File: src/rtl/i2s_rx.sv
// i2s_rx: Philips-format I2S slave receiver; stereo pairs out through a valid/ready handshake.
// Define I2S_RX_OVERRUN_EN to add a sticky overrun flag for unaccepted overwrites.
module i2s_rx #(
    parameter int MAX_WL      = 16,
    parameter int SYNC_STAGES = 2
) (
    input  logic              clk,
    input  logic              reset,
    input  logic [7:0]        word_length,
    input  logic              bit_clk,
    input  logic              frame_clk,
    input  logic              data,
    output logic [MAX_WL-1:0] left_sample,
    output logic [MAX_WL-1:0] right_sample,
    output logic              sample_valid,
    input  logic              sample_ready
`ifdef I2S_RX_OVERRUN_EN
    ,
    output logic              overrun
`endif
);
    localparam int CW = $clog2(MAX_WL + 1);
    localparam logic [7:0] MAX8 = 8'(MAX_WL);

    typedef enum logic [1:0] {IDLE, LEFT, RIGHT} state_t;

    state_t                 state, state_nxt;
    logic [SYNC_STAGES-1:0] bclk_sync, ws_sync, d_sync;
    logic                   bclk_prev, ws_prev;
    logic [MAX_WL-1:0]      shift, shift_nxt, left_stage;
    logic [CW-1:0]          cnt, wl_cur, wl_in;
    logic                   rise, ws, d, ws_change, commit_left, commit_pair;

    assign rise      = bclk_sync[SYNC_STAGES-1] & ~bclk_prev;
    assign ws        = ws_sync[SYNC_STAGES-1];
    assign d         = d_sync[SYNC_STAGES-1];
    assign ws_change = rise && (ws != ws_prev);
    assign wl_in     = (word_length == 8'd0 || word_length > MAX8) ? CW'(MAX_WL) : CW'(word_length);

    // Current bit lands MSB-first; the committed word is taken from here so the
    // last bit of a slot (arriving with the ws change) is included.
    always_comb begin
        shift_nxt = shift;
        for (int i = 0; i < MAX_WL; i++)
            if (cnt < wl_cur && cnt == CW'(MAX_WL - 1 - i)) shift_nxt[i] = d;
    end

    always_comb begin
        commit_left = ws_change && state == LEFT;
        commit_pair = ws_change && state == RIGHT;
        state_nxt   = !ws_change ? state :
                      state == IDLE ? (ws ? IDLE : LEFT) :
                      state == LEFT ? RIGHT :
                      state == RIGHT ? LEFT : IDLE;
    end

    always_ff @(posedge clk or negedge reset)
        if (!reset) state <= IDLE;
        else state <= state_nxt;

    always_ff @(posedge clk or negedge reset) begin
        if (!reset) begin
            bclk_sync    <= '0;
            ws_sync      <= '0;
            d_sync       <= '0;
            bclk_prev    <= 1'b0;
            ws_prev      <= 1'b0;
            shift        <= '0;
            cnt          <= '0;
            wl_cur       <= CW'(MAX_WL);
            left_stage   <= '0;
            left_sample  <= '0;
            right_sample <= '0;
            sample_valid <= 1'b0;
        end else begin
            bclk_sync <= {bclk_sync[SYNC_STAGES-2:0], bit_clk};
            ws_sync   <= {ws_sync[SYNC_STAGES-2:0], frame_clk};
            d_sync    <= {d_sync[SYNC_STAGES-2:0], data};
            bclk_prev <= bclk_sync[SYNC_STAGES-1];
            if (rise) begin
                ws_prev <= ws;
                shift   <= ws_change ? '0 : shift_nxt;
                cnt     <= ws_change ? '0 : (cnt < wl_cur ? cnt + 1'b1 : cnt);
                if (ws_change) wl_cur <= wl_in;
            end
            if (commit_left) left_stage <= shift_nxt;
            if (commit_pair) begin
                left_sample  <= left_stage;
                right_sample <= shift_nxt;
                sample_valid <= 1'b1;
            end else if (sample_ready) begin
                sample_valid <= 1'b0;
            end
        end
    end

`ifdef I2S_RX_OVERRUN_EN
    always_ff @(posedge clk or negedge reset)
        if (!reset) overrun <= 1'b0;
        else if (commit_pair && sample_valid && !sample_ready) overrun <= 1'b1;
`endif
endmodule

File: config.mk
export PLATFORM = sky130hd
export DESIGN_NAME = i2s_rx
export DESIGN_NICKNAME = d
export VERILOG_FILES = /design/src/rtl/i2s_rx.sv
export SDC_FILE = /design/constraint.sdc
export NUM_CORES = 1
export LEC_CHECK = 0
export ABC_AREA = 1
export CORE_MARGIN = 10
export CORE_UTILIZATION = 40
export CTS_CLUSTER_DIAMETER = 200
export DETAILED_ROUTE_END_ITERATION = 8
export PLACE_DENSITY_LB_ADDON = 0.3
export RECOVER_POWER = 50
export SYNTH_ARGS = -nofsm -noshare
export SYNTH_HDL_FRONTEND = slang
export SYNTH_SLANG_ARGS = --single-unit
File: constraint.sdc
create_clock -name clk -period 4.14 [get_ports clk]
set_clock_uncertainty 0.15 [all_clocks]
set_input_delay 0.828 -clock clk [delete_from_list [all_inputs] [get_ports clk]]
set_output_delay 0.828 -clock clk [all_outputs]
set_load 0.02 [all_outputs]
==> metrics <==
Final TNS setup 0 ns; largest net degree at the start of global routing 86; clock tree buffer depth 2; Yosys cell types 27; Worst-Skew Late Latency ~0.37 ns; Synth area leader dfrtp_1; type of the tightest min-delay check reg -> reg; syn_nets ~520; Max Cap Violations 1; Ys Warns 0; Critical Path Fanout Max 18; drt total wl ~8600 um; final hold vios 0; area share of the largest cell type after synthesis 51.9%; endpoints failing setup 0; main flop type after synthesis dfrtp_1; failing checks max-capacitance violations, max-slew violations; Core Box Area 9820 um2; std cell rows 36; critical path type reg -> reg; dpl hpwl around 5900 um; Hold WS ~0.2 ns; DR vias/cell approximately 4.9; Hold Path End d_sync[1]; run status finished with violations; count leader, synth nand2_1; register area share after synthesis ~53%; Final GP Congestion roughly 0.8; startpoint of the worst hold path d_sync[0]; Ports 47; CP Capture Type flip-flop; total die area 14600 um2; Setup Buffers After CTS 0; IO buf count between 40 and 50; unrepaired setup endpoints after global routing false; reg2reg setup slack ~1.3 ns; WHS Path Cells 0; post-CTS sizing 0; first-pass GRT wire length approximately 15000 um; Synth Area per Inst 8.21 um2; CTS tree done; Die Span Y around 120 um; Leak Pwr between 2 and 2.5 nW; initial core utilization ~41%; Pre-antenna DRT Iters 5; Root Driver clkbuf_8; number of clock sinks 85; post-route clock period utilization a little over two thirds; worst path required time 4.24 ns; Tightest Pin Transition between 2 and 2.5 ns; Worst VDD drop roughly 0.17 mV; fmax roughly 350 MHz; Post-Synthesis Cells 494; Cell Pwr Density roughly 450 nW/um2; fin cells 669; Nets between 500 and 600; DR vias roughly 3.3k; Worst-path clk slew 0.08 ns; Post-CTS Hold Buffers 0; Reg2Reg Depth 6; Post-synth ARST share between 90% and 100%; EDFF count, synth 0; GR Overflow Total 0; GR Util All Layers ~12%; initial drt markers 262; antenna violations before repair 0; crit path time final between 2 and 3 ns; top cells by area, synth dfrtp_1 52%, nand2_1 18%, nand3_1 10%; Post-synth top cells 189 x nand2_1, 84 x dfrtp_1, 84 x nand3_1; H-tree depth 3; WL/cell 12.8 um; FF-to-FF End left_stage[9]; post-route antenna net violation count 0; number of antenna diodes 0; CTS Buf Count 9; Startpoint Class flip-flop; vias in the first global route 3131; crit path DAT 2.98 ns; Placed Cells between 600 and 700; r2r startpoint ws_sync[1]; Layout area overhead 17.2%; Slew HR -36.4%; die width between 100 and 150 um; Synth Cell Area a little over 4000 um2; Finished Core Util 48.4%; layout cells sized above 1 under 10%; DRC viols 0; max-slew violations 86; Yosys reg bits 85
[metal layers]
layer	vias up	GRT usage (%)	wire (um)
li1	1654	-	-
met4	0	5.05	123
met3	14	2.89	489
met1	1514	15.8	4050
met5	-	0	0
met2	78	19.9	3910
[per-stage QoR]
step	power, mW	area (um2)	setup WS [ns]
6_report	2.13	4750	1.26
5_1_grt	2.26	4750	1.01
4_1_cts	2.16	4780	1.42
3_5_place_dp	1.49	4550	1.43
3_3_place_gp	1.47	4550	1.54
2_1_floorplan	1.34	4050	2.14
[kinds of logic after synthesis]
group	synth area share [%]
flops	52.5
compound gates	1.39
xor+xnor	0.834
simple gates	34.7
buf+inv	7.84
fa+ha+maj	2.78
[cells in the final DEF (no fill, tap or decap), drive strengths merged]
| master | n |
|---|---|
| clkdlybuf4s50 | 40 |
| nand3b | 3 |
| clkbuf | 10 |
| ha | 9 |
| nor3 | 3 |
| buf | 2 |
| a21oi | 1 |
| xor2 | 3 |
| o211ai | 1 |
| dlygate4sd3 | 5 |
| clkinvlp | 1 |
| inv | 47 |
| nand4 | 17 |
| clkinv | 1 |
| nand2 | 190 |
| nor2 | 23 |
| bufinv | 2 |
| dfrtp | 84 |
| o21ai | 8 |
| dfstp | 1 |
| nand3 | 84 |
| and3 | 1 |
[worst max path at each step]
stage                          start             end  depth (start not counted)
final                     ws_sync[1]   left_stage[9]                          6
after global routing      ws_sync[1]   left_stage[9]                          6
after CTS                     cnt[4]          cnt[4]                          7
after detailed placement      cnt[4]          cnt[4]                          7
after global placement        cnt[4]          cnt[0]                          7
after floorplan            wl_cur[4]  left_stage[10]                          9
[state kept, by name, summed over array words and instances, names as in the netlist]
| signal | cells |
|---|---|
| left_sample | 16 |
| left_stage | 16 |
| right_sample | 16 |
| shift | 16 |
| cnt | 5 |
| wl_cur | 5 |
| bclk_sync | 2 |
| d_sync | 2 |
| state | 2 |
| ws_sync | 2 |
| bclk_prev | 1 |
| sample_valid | 1 |
| ws_prev | 1 |
[worst max-delay path: stages, from the launching register on]
cell     delay (ns)
dfrtp_1        0.40
xor2_1         0.24
nand2_1        0.41
nor3_2         1.09
inv_4          0.27
nand2_1        0.15
nand2_1        0.06
[power by group]
part | total, mW | switching [mW] | internal [mW] | leakage (nW)
logic | 0.490 | 0.330 | 0.160 | 1.23
registers | 0.974 | 0.0604 | 0.913 | 1.16
clock network | 0.662 | 0.315 | 0.347 | 0.111
total | 2.13 | 0.706 | 1.42 | 2.50
[layout make-up]
class,count,area [um2]
tap,133,166
sequential,85,2130
timing repair buffer,48,470
multi-input combinational,343,1590
fill,1012,5070
clock inverter,7,103
clock buffer,9,124
inverter,44,170
Note: power is estimated with default switching activity, not from simulation.
